### src/rtl/axilite_csr_read_data.sv
// AXI4-Lite read responder returning data-bus word slices of a flat CSR vector.
// Define AXILITE_CSR_READ_ADDR_BUF_EN to add a one-entry AR buffer for one read per cycle.
module axilite_csr_read_data #(
  parameter int         DATA_SIZE   = 128,
  parameter int         ADDR_SIZE   = 32,
  parameter int         DATA_WIDTH  = 32,
  parameter logic [1:0] RESP_OKAY   = 2'd0,
  parameter logic [1:0] RESP_SLVERR = 2'd2
) (
  input  logic                  clk,
  input  logic                  rst,
  input  logic [DATA_SIZE-1:0]  regs,
  input  logic [ADDR_SIZE-1:0]  araddr,
  input  logic                  arvalid,
  output logic                  arready,
  output logic [DATA_WIDTH-1:0] rdata,
  output logic [1:0]            rresp,
  output logic                  rvalid,
  input  logic                  rready
);

  localparam int AB     = $clog2(DATA_WIDTH / 8);
  localparam int NWORDS = DATA_SIZE / DATA_WIDTH;
  localparam int WI     = (NWORDS > 1) ? $clog2(NWORDS) : 1;
  localparam logic [ADDR_SIZE+2:0] MAX_OFF = (ADDR_SIZE + 3)'(DATA_SIZE - DATA_WIDTH);

  typedef enum logic {IDLE, RESP} state_t;
  state_t state;

  logic [DATA_WIDTH-1:0] words [NWORDS];

  genvar gi;
  generate
    for (gi = 0; gi < NWORDS; gi++) begin : g_words
      assign words[gi] = regs[gi*DATA_WIDTH +: DATA_WIDTH];
    end
  endgenerate

  logic [ADDR_SIZE-1:0]  aligned;
  logic                  in_oor;
  logic [WI-1:0]         in_idx;
  logic [WI-1:0]         load_idx;
  logic                  load_oor;
  logic [DATA_WIDTH-1:0] load_data;
  logic [1:0]            load_resp;
  logic                  ar_hs;
  logic                  r_hs;

  // Bit offset is widened by three bits so huge addresses cannot wrap into range.
  assign aligned = araddr & ~ADDR_SIZE'(DATA_WIDTH / 8 - 1);
  assign in_oor  = ({3'b000, aligned} << 3) > MAX_OFF;
  assign in_idx  = WI'(aligned >> AB);
  assign ar_hs   = arvalid && arready;
  assign r_hs    = rvalid && rready;

`ifdef AXILITE_CSR_READ_ADDR_BUF_EN
  logic          buf_full;
  logic [WI-1:0] buf_idx;
  logic          buf_oor;
`endif

  // A pending buffered address always takes priority over the incoming one.
  always_comb begin
    load_idx = in_idx;
    load_oor = in_oor;
`ifdef AXILITE_CSR_READ_ADDR_BUF_EN
    if (buf_full) begin
      load_idx = buf_idx;
      load_oor = buf_oor;
    end
`endif
    load_data = load_oor ? '0 : words[load_idx];
    load_resp = load_oor ? RESP_SLVERR : RESP_OKAY;
  end

  always_ff @(posedge clk or posedge rst) begin
    if (rst) begin
      state   <= IDLE;
      arready <= 1'b0;
      rvalid  <= 1'b0;
      rdata   <= '0;
      rresp   <= RESP_OKAY;
`ifdef AXILITE_CSR_READ_ADDR_BUF_EN
      buf_full <= 1'b0;
      buf_idx  <= '0;
      buf_oor  <= 1'b0;
`endif
    end else begin
      case (state)
        IDLE: begin
          arready <= 1'b1;
          if (ar_hs) begin
            state  <= RESP;
            rvalid <= 1'b1;
            rdata  <= load_data;
            rresp  <= load_resp;
`ifndef AXILITE_CSR_READ_ADDR_BUF_EN
            arready <= 1'b0;
`endif
          end
        end
        RESP: begin
`ifdef AXILITE_CSR_READ_ADDR_BUF_EN
          if (r_hs) begin
            arready <= 1'b1;
            if (buf_full || ar_hs) begin
              rdata    <= load_data;
              rresp    <= load_resp;
              buf_full <= 1'b0;
            end else begin
              state  <= IDLE;
              rvalid <= 1'b0;
            end
          end else if (ar_hs) begin
            buf_full <= 1'b1;
            buf_idx  <= in_idx;
            buf_oor  <= in_oor;
            arready  <= 1'b0;
          end
`else
          if (r_hs) begin
            state   <= IDLE;
            rvalid  <= 1'b0;
            arready <= 1'b1;
          end
`endif
        end
        default: state <= IDLE;
      endcase
    end
  end

endmodule

### config.mk
export PLATFORM = sky130hd
export DESIGN_NAME = axilite_csr_read_data
export DESIGN_NICKNAME = d
export VERILOG_FILES = /design/src/rtl/axilite_csr_read_data.sv
export SDC_FILE = /design/constraint.sdc
export NUM_CORES = 1
export LEC_CHECK = 0
export ABC_CLOCK_PERIOD_IN_PS = 1150
export CAP_MARGIN = 30
export CORE_MARGIN = 2
export CORE_UTILIZATION = 30
export DETAILED_ROUTE_END_ITERATION = 10
export PLACE_DENSITY = 0.78
export SLEW_MARGIN = 20
export SYNTH_ARGS = -nofsm -noshare
export SYNTH_HDL_FRONTEND = slang
export SYNTH_SLANG_ARGS = --single-unit
### constraint.sdc
create_clock -name clk -period 1.15 [get_ports clk]
set_input_delay 0.23 -clock clk [delete_from_list [all_inputs] [get_ports clk]]
set_output_delay 0.23 -clock clk [all_outputs]
set_load 0.03 [all_outputs]
; ---- After elaboration in Yosys (flattened, before gate mapping)
; Cells that the tools add are included.
[op_classes]
magnitude_cmp = 2
n_bitwise = 2
reduce_logical = 4
mux = 14
n_eq_ne = 2
[op_table]
columns = operator, n
row1 = two-way mux 32 bit, 3
row2 = binary-select mux 32 bit (select 2 bit), 1
row3 = greater-than comparator 35 x 7 -> 1 bit (second input constant), 1
row4 = two-way mux 1 bit, 6
row5 = case mux 1 bit (2 select lines), 3
row6 = AND reduction 2 bit, 2
row7 = greater-or-equal comparator 3 bit (second input constant), 1
row8 = inverter 2 -> 3 bit, 1
row9 = logical AND 1 bit, 2
row10 = two-way mux 2 bit, 1
row11 = inequality test 2 x 1 -> 1 bit (second input constant), 1
row12 = inequality test 2 bit (second input constant), 1
row13 = inverter 1 bit, 1
[word_totals]
regBits = 37
elab_cells = 29
in_bits = 164
output_inout_bits = 36

; ---- Logic depth before layout (Yosys ltp)
; Gate-level depths: netlist of the first run.
[logic_depth]
depth_word = 5
ltp_mapped = 5
depth_no_buf = 4

; ---- Worst setup path after synthesis of the first run
; OpenSTA, ideal clock, no wires.
[synth_timing]
path_type = register -> register
from = reg arready
to = reg rdata[21]
t_required_ns = 1.076
t_arrival_ns = 1.309
path_buffers = 2
period_less_slack_ns = 1.384
path_stages_with_launch = 6
slack_ns = -0.234
setup_time_ns = 0.074
path_cell_list = dfrtp_1 and3b_1 buf_2 clkbuf_1 nand2_1 o21ai_2
[synth_via]
elab_chain_len = 2
[synth_lines]
columns = item, line_no
row1 = "start, declared", 15  ; output logic arready,
row2 = "start signal, assigned", 79  ; arready <= 1'b0;
row3 = "start signal, assigned", 91  ; arready <= 1'b1;
row4 = "start signal, assigned", 98  ; arready <= 1'b0;
row5 = logical AND 1 bit, 53  ; assign ar_hs = arvalid && arready;
row6 = AND reduction 2 bit (no line), n/a
row7 = "end signal, assigned", 95  ; rdata <= load_data;
row8 = "end, declared", 16  ; output logic [DATA_WIDTH-1:0] rdata,
; No other way between the ends.
; A chain may end at the register's enable or synchronous reset.

; ---- Worst setup path in the final report of the first run
[layout_timing]
from = in araddr[28]
to = reg rresp[1]
[layout_via]
elab_chain_len = 2
[layout_lines]
columns = item, line_no
row1 = "start, declared", 13  ; input logic [ADDR_SIZE-1:0] araddr,
row2 = greater-than comparator 35 x 7 -> 1 bit, 51  ; assign in_oor = ({3'b000, aligned} << 3) > MAX_OFF;
row3 = two-way mux 2 bit, 73  ; load_resp = load_oor ? RESP_SLVERR : RESP_OKAY;
row4 = "end signal, assigned", 96  ; rresp <= load_resp;
row5 = "end, declared", 17  ; output logic [1:0] rresp,
; No other way between the ends.

==> metrics.yaml, run 1 <==
cts:
  ctsHoldBuffers: 0
  htree_levels: 2
  root_buffer: "clkbuf_8"
  clk_pin_slew_ps: 80
  cts_tree: "built"
  cts_buffers: 5
  numClockSinks: 36
  cts.path.max_buffers: 2
  clock_latency_ps: 280
drt:
  wl_mm: 8.767
  dr.pass1.iters: 4
  post_drt_via_cell_ratio: 4.807
  ant_nets: 0
  wl_per_cell_um: 16.92
  drt-initial-drc-count: 46
  vias: 2490
  drc: 0
finish:
  diodes: 0
  final_common_cell: "clkdlybuf4s50_1"
  final_cells: 518
  area_growth_pct: 101.7
  fin_nets: 579
  final_util: 0.6269
  drive_gt1_frac: 0.4038
  final_cell_mix: "131 x clkdlybuf4s50_1, 60 x nand2_1, 43 x buf_4, 35 x dfrtp_1"
setup_path:
  reg2regPathDepth: 5
  crit_path_start_kind: "input port"
  required_ps: 1320
  timing.rr.start: "arready"
  r2r_slack_ps: -60
  slowest_delay_ps: 270
  end_kind: "register"
  critPathArrivalTime_ps: 1490
  r2r-end: "rdata[14]"
  path_class: "input port to register"
  cp.buffers_inverters: 2
  worstPathMaxFanout: 4
  critPathTopFamily: "simple AND/OR/NAND/NOR gates"
  path_cells: "clkdlybuf4s15_1 > nor4_4 > and4_4 > nand4_4 > buf_6 > mux2_4"
  critical-path-slowest-cell: "and4_4"
outcome:
  violations: "setup timing"
  status: "finished, violations left"
worst_hold_path:
  min_path_type: "input port to asynchronous set/reset pin"
synthesis:
  avgSynthCellArea_um2: 11.84
  synth_cell_types: 20
  yosysSeqAreaShare: 0.3731
  synth_nets: 368
  syn_area_um2: 2415
  yosysWarnings: 0
  synthCells: 204
  ys_seq_elements: 36
die:
  core_um2: 7767
  fp.dieArea_um2: 8783
  die_w_um: 93.72
  rows: 32
  io_pins: 200
  die_y_um: 93.72
  start_util: 0.3109
power_and_ir_drop:
  powerDensity_nw_per_um2: 900.6
  total_power_mw: 4.385
  peakVddDrop_uv: 601.2
  p_leak_nw: 2.044
timing:
  fin_ws_ps: -166.2
  layout_min_cycle_time_ps: 1316
  fmaxAchievable_mhz: 759.7
  skew_ps: 2.436
  finalHoldViolCount: 0
  grt_setup_unrepaired: "true"
  holdWs_ps: 258.9
  period_share: 1.145
  final_max_slew_viol_count: 0
  finalSetupViolCount: 34
global_route:
  track_usage: 0.1926
  grt_max_degree: 24
  grt_first_pass_wirelength_mm: 13.14
  antenna_found_initial: 0
  first_global_vias: 2719
  overflow: 0
place:
  dp.cells: 500
  dpl.hpwl_mm: 6.599
  gp_congestion: 0.7396
  portBuffers: 196
  dp_slack_ps: -622.2
run:
  max_cap_violations: 0
## timing repair
item / CTS / global route
endpoints found under the setup margin: 34 / 34
resized for setup: 82 / 20
gates cloned: 3 / 2
pin swaps: 18 / 10
buffers inserted: 5 / 1
## worst reg2reg max path, stage by stage (launching register included)
cell       delay (ps)
dfrtp_2           410
and3b_2           250
buf_12            150
clkbuf_16         160
nand2_1            80
o21ai_2            50
## per-stage QoR
step / cell area, µm² / setup TNS (ps)
floorplan: 2479 / -1598
global placement: 4514 / -19680
detailed placement: 4514 / -19760
CTS: 4762 / -1750
global route: 4870 / -5383
finish: 4870 / -3307
## cell families after synthesis
kind of cell | Yosys count | share of synthesized area
mux | 33 | 0.3031
other cells | 1 | 0.001553
buf+inv | 19 | 0.05233
compound gates | 32 | 0.1130
simple gates | 83 | 0.1570
flops | 36 | 0.3731
## per-layer routing
layer	track usage	vias up	routed length [µm]	part of all wire
li1	-	1170	-	-
met1	0.2235	1206	3181	0.36
met2	0.3565	104	4954	0.57
met3	0.04815	10	540	0.062
met4	0.04106	0	90	0.010
met5	0	-	0	0
## registers in the layout, summed over array words and instances (netlist names)
| name | count |
|---|---|
| rresp | 1 |
| rdata | 32 |
| rvalid | 1 |
| arready | 1 |
| state | 1 |
## report_power, final
| group | switching (mW) | internal, mW |
|---|---|---|
| registers | 0.0329 | 1.32 |
| clock network | 0.458 | 0.644 |
| logic | 0.790 | 1.14 |
## worst max-delay path by stage
stage | depth (start not counted) | slack [ps] | end | from
2_1_floorplan | 4 | -80 | rresp[1] | araddr[20]
3_3_place_gp | 6 | -610 | rdata[20] | araddr[19]
3_5_place_dp | 6 | -620 | rdata[20] | araddr[19]
4_1_cts | 6 | -90 | rresp[1] | araddr[29]
5_1_grt | 6 | -220 | rresp[1] | araddr[28]
6_report | 6 | -170 | rresp[1] | araddr[28]
## Yosys cell counts
library cell,n,area share
nand2_1,70,0.11
inv_1,1,0.0016
nor4_1,4,0.010
and4_1,1,0.0036
clkbuf_1,4,0.0062
o21ai_0,2,0.0041
buf_4,1,0.0031
nor4_2,3,0.016
mux2_2,1,0.0047
nand4_4,1,0.0088
mux4_2,32,0.30
buf_1,2,0.0031
dfrtp_1,36,0.37
buf_6,6,0.028
o21ai_2,30,0.11
nor2_1,2,0.0031
nand3b_1,1,0.0031
and3b_1,1,0.0036
conb_1,1,0.0016
buf_2,5,0.010
## area by class of cell
type | count | area (µm²)
inverters | 1 | 3.754
fillers | 673 | 2898
repair buffers | 222 | 2231
clock inverters | 2 | 35.03
multi-input cells | 149 | 1498
flip-flops and latches | 36 | 902.1
clock buffers | 6 | 72.57
well taps | 102 | 127.6
Power figures use the tool's default switching activity.
==> run 2, diff against run 1 <==
--- a/config.mk
+++ b/config.mk
@@ -7,7 +7,6 @@
 export LEC_CHECK = 0
 export ABC_CLOCK_PERIOD_IN_PS = 1150
 export CAP_MARGIN = 30
-export CORE_MARGIN = 2
 export CORE_UTILIZATION = 30
 export DETAILED_ROUTE_END_ITERATION = 10
 export PLACE_DENSITY = 0.78
==> run 2 against run 1 <==
  * The flow still finishes with violations (setup timing)
  * Non-clock buffer count fell by 6
  * Sequential cell count unchanged
  * Sequential share of layout area grew 0.36 points
  * Register-to-register slack improved by 40 ps
  * Via count hardly changed
==> metrics.yaml, run 2 (synthesis gave the netlist of run 1 again) <==
setup_path:
  path_class: "input port to register"
  r2r-end: "rdata[6]"
  crit_path_start_kind: "input port"
  critical-path-slowest-cell: "and4_4"
  worstPathMaxFanout: 3
  cp.buffers_inverters: 2
  critPathTopFamily: "simple AND/OR/NAND/NOR gates"
  reg2regPathDepth: 4
  path_cells: "buf_6 > nor4_4 > and4_4 > nand4_4 > buf_12 > mux2_4"
  critPathArrivalTime_ps: 1400
  required_ps: 1310
  timing.rr.start: "state"
  slowest_delay_ps: 260
  r2r_slack_ps: -20
  end_kind: "register"
drt:
  drc: 0
  vias: 2491
  dr.pass1.iters: 4
  post_drt_via_cell_ratio: 4.865
  wl_mm: 8.247
  wl_per_cell_um: 16.11
  drt-initial-drc-count: 51
  ant_nets: 0
finish:
  fin_area_um2: 4777
  diodes: 0
  drive_gt1_frac: 0.3732
  area_growth_pct: 97.82
  fin_nets: 573
  seqCellArea_um2: 902.1
  final_cell_mix: "131 x clkdlybuf4s50_1, 69 x nand2_1, 37 x buf_4, 35 x dfrtp_1"
  fillers: 654
  multi_input_area_um2: 1474
  largest_register: "rdata"
  final_common_cell: "clkdlybuf4s50_1"
  largest_reg_flops: 32
timing:
  skew_ps: 10.75
  grt_setup_unrepaired: "true"
  final_max_slew_viol_count: 0
  layout_min_cycle_time_ps: 1241
  fin_ws_ps: -91.27
  period_share: 1.079
  finalHoldViolCount: 0
  fmaxAchievable_mhz: 805.6
  finalSetupViolCount: 34
die:
  core_um2: 7767
  die_y_um: 91.72
  start_util: 0.3109
  rows: 32
  die_w_um: 91.72
  io_pins: 200
  fp.dieArea_um2: 8413
power_and_ir_drop:
  peakVddDrop_uv: 705.5
  p_leak_nw: 1.994
  powerDensity_nw_per_um2: 856.3
  total_power_mw: 4.090
global_route:
  track_usage: 0.1992
  first_global_vias: 2654
  grt_first_pass_wirelength_mm: 13.03
  grt_max_degree: 37
  antenna_found_initial: 0
  overflow: 0
worst_hold_path:
  min_path_type: "input port to asynchronous set/reset pin"
cts:
  cts_buffers: 5
  htree_levels: 2
  root_buffer: "clkbuf_8"
  cts.path.max_buffers: 2
  clk_pin_slew_ps: 70
  clock_latency_ps: 280
  cts_tree: "built"
  numClockSinks: 36
place:
  gp_congestion: 0.7695
  dp_slack_ps: -634.1
  dpl-instance-area_um2: 4467
  dpl.hpwl_mm: 6.292
  portBuffers: 196
run:
  max_cap_violations: 0
outcome:
  status: "finished, violations left"
  violations: "setup timing"
run 2: metal layers:
metal / global-route usage / vias to the layer above / wire, µm
met5: 0 / - / 0
met1: 0.2210 / 1214 / 3064
met4: 0.03125 / 0 / 61
li1: - / 1158 / -
met2: 0.3841 / 113 / 4523
met3: 0.05307 / 6 / 598
run 2: final cells by class:
class,count,area share
repair buffers,216,0.4526
multi-input cells,149,0.3085
flip-flops and latches,36,0.1888
well taps,102,0.02672
clock buffers,6,0.01519
clock inverters,2,0.007334
inverters,1,0.0007858
run 2: report_power, final:
| part | internal [mW] | switching [mW] | total (mW) | leakage, nW |
|---|---|---|---|---|
| Sequential | 1.32 | 0.0403 | 1.36 | 0.489 |
| Clock | 0.643 | 0.436 | 1.08 | 0.0552 |
| Combinational | 0.945 | 0.706 | 1.65 | 1.45 |
run 2: per-stage QoR:
stage	setup TNS [ps]	std cells	hold slack, ps	utilization
final	-1425	512	282.0	0.6150
after global routing	-3138	512	301.3	0.6150
after CTS	-2487	511	284.4	0.6087
after detailed placement	-20410	497	466.2	0.5751
after global placement	-18680	497	464.2	0.5751
after floorplan	-1598	204	396.9	-
run 2: timing repair:
action,CTS,global route
gates cloned,4,0
resized for setup,76,15
setup buffers,2,1
hold buffers,0,0
setup endpoints to repair,34,35
pin swaps,14,20
run 2: worst max-delay path by stage:
stage | from | end | slack, ps | depth (start not counted)
4_1_cts | araddr[22] | rresp[1] | -110 | 6
5_1_grt | araddr[26] | rresp[1] | -130 | 6
6_report | araddr[26] | rresp[1] | -90 | 6
2_1_floorplan | araddr[20] | rresp[1] | -80 | 4
3_5_place_dp | araddr[19] | rdata[7] | -630 | 6
3_3_place_gp | araddr[20] | rdata[31] | -570 | 6
run 2: worst reg2reg max path, cell delays in order (launching register included):
cell and delay, ps:
dfrtp_1 390, and3b_2 320, buf_6 180, nand2_1 80
o21ai_2 130
==> run 3, diff against run 2 <==
--- a/config.mk
+++ b/config.mk
@@ -7,6 +7,7 @@
 export LEC_CHECK = 0
 export ABC_CLOCK_PERIOD_IN_PS = 1150
 export CAP_MARGIN = 30
+export CORE_ASPECT_RATIO = 0.5
 export CORE_UTILIZATION = 30
 export DETAILED_ROUTE_END_ITERATION = 10
 export PLACE_DENSITY = 0.78
==> run 3 against run 2 <==
  * The run still ends with setup timing left
  * Maximum frequency is 0.28% lower
  * Sequential power hardly changed
  * Non-clock buffer count is 2 lower
==> metrics.yaml, run 3 (synthesis gave the netlist of run 1 again) <==
global_route:
  overflow: 0
  antenna_found_initial: 0
  track_usage: 0.2322
  grt_first_pass_wirelength_mm: 14.52
  grt_max_degree: 37
  first_global_vias: 2795
drt:
  post_drt_via_cell_ratio: 4.787
  wl_per_cell_um: 17.84
  dr.pass1.iters: 4
  wl_mm: 9.208
  drc: 0
  ant_nets: 0
  drt-initial-drc-count: 104
  vias: 2470
finish:
  drive_gt1_frac: 0.3750
  diodes: 0
  multi_input_area_um2: 1460
  largest_register: "rdata"
  area_growth_pct: 98.03
  fillers: 579
  fin_nets: 571
  final_common_cell: "clkdlybuf4s50_1"
  seqCellArea_um2: 902.1
  largest_reg_flops: 32
  final_cell_mix: "130 x clkdlybuf4s50_1, 70 x nand2_1, 38 x buf_4, 35 x dfrtp_1"
  final_util: 0.6317
setup_path:
  crit_path_start_kind: "input port"
  worstPathMaxFanout: 5
  required_ps: 1310
  critPathArrivalTime_ps: 1400
  slowest_delay_ps: 270
  end_kind: "register"
  r2r-end: "rdata[24]"
  path_class: "input port to register"
  r2r_slack_ps: -30
  critical-path-slowest-cell: "and4_1"
  critPathTopFamily: "simple AND/OR/NAND/NOR gates"
  cp.buffers_inverters: 2
  path_cells: "buf_2 > nor4_2 > and4_1 > nand4_4 > buf_12 > mux2_4"
  timing.rr.start: "state"
  reg2regPathDepth: 5
place:
  dpl.hpwl_mm: 7.061
  gp_congestion: 0.9238
  portBuffers: 196
  dp_slack_ps: -673.3
cts:
  clock_latency_ps: 280
  clk_pin_slew_ps: 50
  root_buffer: "clkbuf_16"
  ctsHoldBuffers: 0
  cts_buffers: 5
  cts.path.max_buffers: 2
  htree_levels: 2
  numClockSinks: 36
  cts_tree: "built"
timing:
  period_share: 1.082
  grt_setup_unrepaired: "true"
  finalSetupViolCount: 34
  layout_min_cycle_time_ps: 1245
  finalHoldViolCount: 0
  fin_ws_ps: -94.81
  fmaxAchievable_mhz: 803.3
  final_max_slew_viol_count: 0
  skew_ps: 2.138
die:
  fp.dieArea_um2: 8434
  io_pins: 200
  start_util: 0.3190
  core_um2: 7570
  die_w_um: 128.9
  rows: 22
  die_y_um: 65.44
outcome:
  violations: "setup timing"
  status: "finished, violations left"
run:
  max_cap_violations: 0
power_and_ir_drop:
  total_power_mw: 4.555
  p_leak_nw: 2.005
  powerDensity_nw_per_um2: 952.6
  peakVddDrop_uv: 726.9
worst_hold_path:
  min_path_type: "input port to asynchronous set/reset pin"
[run 3: changes by cell type in the layout (fill, tap and decap cells not counted), sizes merged]
cell,delta
buf,-3
inv,+1
clkinv,-1
clkdlybuf4s50,-1
clkdlybuf4s15,+4
dlygate4sd2,-8
dlymetal6s2s,+1
clkbuf,+5
[run 3: final cells by class]
cell class,count,share of cell area
clock inverter,2,0.007326
multi-input combinational,149,0.3053
sequential,36,0.1886
clock buffer,6,0.02695
timing repair buffer,214,0.4427
inverter,1,0.0007849
tap,108,0.02826
[run 3: worst max path at each step]
stage | from | to | slack [ps] | cells past startpoint
after floorplan | araddr[20] | rresp[1] | -80 | 4
after global placement | araddr[19] | rdata[28] | -620 | 6
after detailed placement | araddr[19] | rdata[31] | -670 | 6
after CTS | araddr[10] | rresp[1] | -60 | 6
after global routing | araddr[25] | rresp[1] | -100 | 6
final | araddr[25] | rresp[1] | -90 | 6
[run 3: worst register-to-register path, delay by kind of cell (launching register included)]
kind	cells	cell delay (ps)
AND/OR/NAND/NOR	2	300
flip-flops	1	380
AO/OA/AOI/OAI	1	50
buffers and inverters	2	350
[run 3: per-stage QoR]
stage                     cells  hold slack (ps)  cell area [µm²]  TNS [ps]
after detailed placement    504            468.4             4457    -20730
after CTS                   516            320.0             4757     -1026
after floorplan             204            396.9             2479     -1598
final                       516            303.1             4782     -1751
after global routing        516            334.6             4782     -2805
after global placement      504            465.6             4457    -19860
[run 3: what timing repair did]
action | 4_1_cts | 5_1_grt
pin swaps | 13 | 13
gates resized for setup | 90 | 18
gates cloned | 3 | 0
buffers inserted | 1 | 0
endpoints found under the setup margin | 34 | 34
[run 3: power by group]
part | leakage, nW | switching [mW] | total [mW] | internal, mW
Clock | 0.0808 | 0.512 | 1.53 | 1.02
Combinational | 1.44 | 0.710 | 1.66 | 0.952
Sequential | 0.489 | 0.0410 | 1.36 | 1.32
[run 3: layer usage]
layer	vias to the layer above	GRT usage	wire, µm
li1	1155	-	-
met1	1234	0.2767	3613
met2	61	0.4149	4999
met3	20	0.04642	330
met4	0	0.09706	265
met5	-	0	0
